--- config.mk ---
export PLATFORM = sky130hd
export DESIGN_NAME = pre_addr_priority_encoder_pipe
export DESIGN_NICKNAME = d
export VERILOG_FILES = /design/src/rtl/pre_addr_priority_encoder_pipe.sv
export SDC_FILE = /design/constraint.sdc
export NUM_CORES = 1
export LEC_CHECK = 0
export ABC_AREA = 1
export BUFFER_PORTS_ARGS = -buffer_cell sky130_fd_sc_hd__buf_2
export CAP_MARGIN = 15
export CELL_PAD_IN_SITES_DETAIL_PLACEMENT = 0
export CELL_PAD_IN_SITES_GLOBAL_PLACEMENT = 1
export CORE_ASPECT_RATIO = 1.5
export CORE_MARGIN = 4
export CORE_UTILIZATION = 40
export DETAILED_ROUTE_END_ITERATION = 6
export PLACE_DENSITY_LB_ADDON = 0.1
export SLEW_MARGIN = 20
export SYNTH_ARGS = -nofsm -noshare
export SYNTH_HDL_FRONTEND = slang
export SYNTH_SLANG_ARGS = --single-unit
--- constraint.sdc ---
create_clock -name clk -period 4.34 [get_ports clk]
set_clock_uncertainty 0.2 [all_clocks]
set_input_delay 0.651 -clock clk [delete_from_list [all_inputs] [get_ports clk]]
set_output_delay 0.651 -clock clk [all_outputs]
set_load 0.005 [all_outputs]
--- src/rtl/pre_addr_priority_encoder_pipe.sv ---
// Predecessor-select priority encoder for the Viterbi datapath. Each accepted vector
// is encoded to a tag index with zero/multi-hot flags, then buffered in a 2-entry skid FIFO.
module pre_addr_priority_encoder_pipe #(
  parameter int POS_num      = 11,
  parameter int POS_num_bit  = 4,
  parameter int MSB_PRIORITY = 1,
  parameter int ERR_CNT_W    = 8
) (
  input  logic                   clk,
  input  logic                   reset,
  input  logic                   in_valid,
  output logic                   in_ready,
  input  logic [POS_num-1:0]     in_vec,
  output logic                   out_valid,
  input  logic                   out_ready,
  output logic [POS_num_bit-1:0] out_idx,
  output logic                   out_none,
  output logic                   out_multi,
  input  logic                   clr_cnt,
  output logic [ERR_CNT_W-1:0]   err_cnt
);

  typedef struct packed {
    logic [POS_num_bit-1:0] idx;
    logic                   none;
    logic                   multi;
  } entry_t;

  entry_t     enc;
  entry_t     head, tail;
  logic [1:0] count;
  logic       seen;
  logic       push, pop;

  // Scan from bit 0 upward: MSB mode keeps overwriting, LSB mode keeps the first hit.
  always_comb begin
    enc  = '0;
    seen = 1'b0;
    for (int i = 0; i < POS_num; i++) begin
      if (in_vec[i]) begin
        if (MSB_PRIORITY != 0 || !seen) enc.idx = POS_num_bit'(i);
        if (seen) enc.multi = 1'b1;
        seen = 1'b1;
      end
    end
    enc.none = !seen;
  end

  // Ready comes from registered count only, so out_ready never reaches in_ready.
  assign in_ready  = reset & (count != 2'd2);
  assign out_valid = (count != 2'd0);
  assign push      = in_valid & in_ready;
  assign pop       = out_valid & out_ready;

  always_ff @(posedge clk) begin
    if (!reset) begin
      count <= 2'd0;
      head  <= '0;
      tail  <= '0;
    end else begin
      // Head register doubles as the output; it keeps its last value when empty.
      if (pop && count == 2'd2)
        head <= tail;
      else if (push && (count == 2'd0 || pop))
        head <= enc;

      if (push && !pop && count == 2'd1)
        tail <= enc;

      if (push && !pop)
        count <= count + 2'd1;
      else if (pop && !push)
        count <= count - 2'd1;
    end
  end

  assign out_idx   = head.idx;
  assign out_none  = head.none;
  assign out_multi = head.multi;

  always_ff @(posedge clk) begin
    if (!reset)
      err_cnt <= '0;
    else if (clr_cnt)
      err_cnt <= '0;
    else if (push && (enc.none || enc.multi) && err_cnt != {ERR_CNT_W{1'b1}})
      err_cnt <= err_cnt + 1'b1;
  end

endmodule
Word-level counts from Yosys, hierarchy flattened
Cells that the tools add are included.

word-level totals
  bits of input ports = 16
  register bits = 22

operators by class
  reductions and logical operators = 17
  multiplexer cells = 45
  add/subtract/negate cells = 3
  bitwise gates (word level) = 4
  eq/ne operators = 4

operator list
  cell                 count
  $mux 4               9
  $mux 1               32
  $mux 6               2
  $add 8x1->8 const B  1
  $ne 8x8->1 const B   1
  $logic_and 1x1->1    7
  $reduce_bool 2->1    3
  $mux 2               2
  $and 1x1->1          3
  $logic_not 1->1      3
  $add 2x1->2 const B  1
  $eq 2x1->1 const B   1
  $eq 2x2->1 const B   1
  $logic_not 2->1      1
  $logic_or 1x1->1     2
  $ne 2x2->1 const B   1
  $reduce_or 2->1      1
  $sub 2x1->2 const B  1
  $not 1->1            1

Depth between registers and ports, before layout
  depth in word-level cells = 24
  gate-level depth with buffers = 11
  gate-level depth less buffers = 11

Worst setup path before layout
No wires, ideal clock.

  path type = input to register
  from = input port in_vec[7]
  to = register err_cnt[2]
  cell stages on the path = 11
  library setup time = 0.070 ns
  path slack = 2.457 ns
  data arrival time = 1.613 ns
  cells stage by stage = nor2_2 > nand2_2 > nor2_4 > nand2_1 > nand2_1 > nand2_2 > nor2_4 > nand3_4 > nand2_4 > nand2_1 > a21oi_1

between the ends
  longest elaborated chain between the ends = 10
  elaborated cells on any way between the ends = 15

ends and longest elaborated chain
  what                              RTL line  text
  from (decl)                       13        input logic [POS_num-1:0] in_vec,
  $mux 1                            40        if (in_vec[i]) begin
  $mux 1                            42        if (seen) enc.multi = 1'b1;
  $mux 1                            40
  $mux 1                            42
  $mux 1                            40
  $mux 1                            42
  $mux 1                            40
  $logic_or 1x1->1 *                86        else if (push && (enc.none || enc.multi) && err_cnt != {ERR_CNT_W{1'b1}})
  $logic_and 1x1->1 * (2 in a row)  86
  to (signal assigned)              87        err_cnt <= err_cnt + 1'b1;
  to (decl)                         20        output logic [ERR_CNT_W-1:0] err_cnt

Every way passes the cells marked *; elsewhere a longest branch is shown, timed or not.
A chain may end at the register's enable or synchronous reset.

Final worst setup path
  from = register count[0]
  to = register head (netlist bit out_none)

between the ends
  longest elaborated chain between the ends = 5
  elaborated cells on any way between the ends = 12

ends and longest elaborated chain
  what                                                    RTL line  text
  from (decl)                                             31        logic [1:0] count;
  from (signal assigned)                                  71        count <= count + 2'd1;
  from (signal assigned)                                  73        count <= count - 2'd1;
  $ne 2x2->1 / $reduce_bool 2->1 (equally long branches)  50, 51
  $and 1x1->1, on equally long branches                   50, 53
  $and 1x1->1 / $logic_or 1x1->1 (equally long branches)  52, 64
  $logic_and 1x1->1                                       64        else if (push && (count == 2'd0 || pop))
  $reduce_bool 2->1 (no line)                             n/a
  to (signal assigned)                                    63        head <= tail;
  to (signal assigned)                                    65        head <= enc;
  to (decl)                                               30        entry_t head, tail;

Several ways; a longest one is shown, not always the timed one.

==> results.sh <==
export IMPL_via_per_inst=4.958
export IMPL_synthCells=189
export IMPL_maxCapViolCount=0
export IMPL_dp_slack_ns=2.126
export IMPL_io_buffers=31
export IMPL_vias=1304
export IMPL_core_um2=3159
export IMPL_finalSetupTns_ns=0
export IMPL_grt_pass1_vias=1285
export IMPL_cts_sinks=22
export IMPL_stdcell_area_um2=1583
export IMPL_rsz0062_at_grt="false"
export IMPL_ys_warn_count=0
export IMPL_placedCellCount=259
export IMPL_wl_mm=3.268
export IMPL_ios=32
export IMPL_leakage_nw=0.7327
export IMPL_required_ns=4.29
export IMPL_floorplan_rows=25
export IMPL_max_freq_ghz=0.4658
export IMPL_setup_viol=0
export IMPL_critPathLaunchType="register"
export IMPL_ant_nets=0
export IMPL_end_kind="register"
export IMPL_antenna_found_initial=0
export IMPL_start_util_pct=41.70
export IMPL_dieArea_um2=4295
export IMPL_clkTransAtPathRegs_ns=0.08
export IMPL_cts_buffer_depth=2
export IMPL_finalWorstSetupSlack_ns=2.193
export IMPL_track_usage_pct=17.22
export IMPL_period_share_pct=49.46
export IMPL_cts_resized=0
export IMPL_vdd_drop_max_v=0.0001765
export IMPL_dr_pass1_iters=6
export IMPL_grt_pass1_wl_mm=5.464
export IMPL_gp_congestion=0.7748
export IMPL_post_cts_setup_buffer_count=0
export IMPL_drt_wirelength_per_cell_um=12.43
export IMPL_holdWs_ns=0.2794
export IMPL_post_dp_hpwl_mm=2.635
export IMPL_post_synth_top_area_cell="dfxtp_1"
export IMPL_syn_nets=210
export IMPL_netlist_area_leader_share_pct=33.43
export IMPL_drc=0
export IMPL_cp_max_fo=6
export IMPL_hp_class="reg -> reg"
export IMPL_insertion_delay_ns=0.27
export IMPL_drive_gt1_share_pct=24.22
export IMPL_htree_levels=1
export IMPL_critical_path_class="reg -> reg"
export IMPL_fillCellCount=340
export IMPL_synthFlopType="dfxtp_1"
export IMPL_syn_area_um2=1318
export IMPL_crit_arrival_ns=2.10
export IMPL_n_antenna_cell=0
export IMPL_nets=245
export IMPL_postSynth_asyncResetShare_pct=0
export IMPL_ys_ff_latch=22
export IMPL_final_hold_viol_count=0
export IMPL_relSlewSlack_pct=66.14
export IMPL_grt_max_degree=14
export IMPL_cts_tree="done"
export IMPL_period_needed_ns=2.147
export IMPL_synthDistinctLibCells=28
export IMPL_synth_commonest_cells="nand2_1 (44), dfxtp_1 (22), inv_1 (21)"
export IMPL_synth_edf_count=0
export IMPL_ys_seq_area_share_pct=33.43
export IMPL_outcome="finished clean"
export IMPL_synth_most_common_cell="nand2_1"
export IMPL_avgSynthCellArea_um2=6.971
export IMPL_numCtsBuffers=3
export IMPL_synth_area_leaders="dfxtp_1 (33%), nand2_1 (13%), a21oi_1 (6.5%)"
export IMPL_grt_overflow=0
export IMPL_cts_root_buf="clkbuf_8"
export IMPL_drt_iter0_drc=25
export IMPL_hold_buffers=0
export IMPL_instances_no_fill=263
export IMPL_drv_slew=0
export IMPL_dieWidth_um=54.86
export IMPL_power_density_nw_per_um2=364.3
export IMPL_die_y_um=78.29
export IMPL_placed_area_um2=1511
export IMPL_synthToLayoutAreaGrowth_pct=20.13
export IMPL_worstMarginPinSlew_ns=0.5061
==> report_power, final <==
| part | switching, W | internal (W) | leakage [nW] | total, W |
|---|---|---|---|---|
| logic | 0.0000953 | 0.0000592 | 0.518 | 0.000154 |
| clock network | 0.0000686 | 0.000123 | 0.0357 | 0.000192 |
| registers | 0.00000955 | 0.000221 | 0.179 | 0.000230 |
==> critical path: stages, from the launching register on <==
cell      delay [ns]
dfxtp_1         0.34
inv_1           0.09
ha_1            0.24
inv_2           0.06
nand2_1         0.06
nor2_1          0.40
inv_1           0.11
nand2_1         0.14
inv_2           0.08
a221oi_1        0.25
nor2_1          0.07
==> path summary, 6_finish.rpt <==
check / slack, ns / from / to / depth (start not counted)
min: 0.28 / err_cnt[7] / err_cnt[7] / 2
max: 2.19 / count[0] / out_none / 10
max reg2reg: 2.19 / count[0] / out_none / 10
min reg2reg: 0.28 / err_cnt[7] / err_cnt[7] / 2
==> cell families after synthesis <==
kind of cell	count (synthesis)	synth area share [%]
simple gates	89	32.76
xor+xnor	7	4.653
flops	22	33.43
buf+inv	29	8.832
fa+ha+maj	5	4.748
compound gates	37	15.58
==> metrics by stage <==
step / total power [W] / utilization (%)
after global placement: 0.0003823 / 47.84
after global routing: 0.0006115 / 50.10
final: 0.0005765 / 50.10
after CTS: 0.0005821 / 50.10
after detailed placement: 0.0003895 / 47.84
after floorplan: 0.0003417 / -
==> metal layers <==
layer	vias to the layer above	GRT usage, %	part of all wire [%]
li1	680	-	-
met5	-	0	0
met1	591	18.47	39
met2	27	30.45	54
met4	0	8.978	2.5
met3	6	2.467	4.3
==> sequential cells by signal (all words and copies together), names as in the netlist <==
register   cells
count          2
err_cnt        8
out_idx        4
out_multi      1
out_none       1
tail           6
==> placed cells by master (no fill, tap or decap), drive strengths merged <==
cell and count:
nand2 48, buf 31, inv 27, nor2 24, dfxtp 22, a21oi 17
nand3 13, o21ai 12, ha 5, xor2 4, a31oi 3, xnor2 3
clkbuf 3, nand4 2, and3 1, o21bai 1, a22o 1, clkinv 1
o31a 1, a211oi 1, nor3 1, a221oi 1, bufinv 1
==> final cells by class <==
class | instances | area (um^2) | area share (%)
Clock inverter | 1 | 30.03 | 1.897
Tap cell | 40 | 50.05 | 3.162
Sequential cell | 22 | 440.4 | 27.83
Timing Repair Buffer | 31 | 155.1 | 9.802
Multi-Input combinational cell | 138 | 760.7 | 48.06
Inverter | 28 | 105.1 | 6.640
Clock buffer | 3 | 41.29 | 2.609
Note: power is estimated with default switching activity, not from simulation.
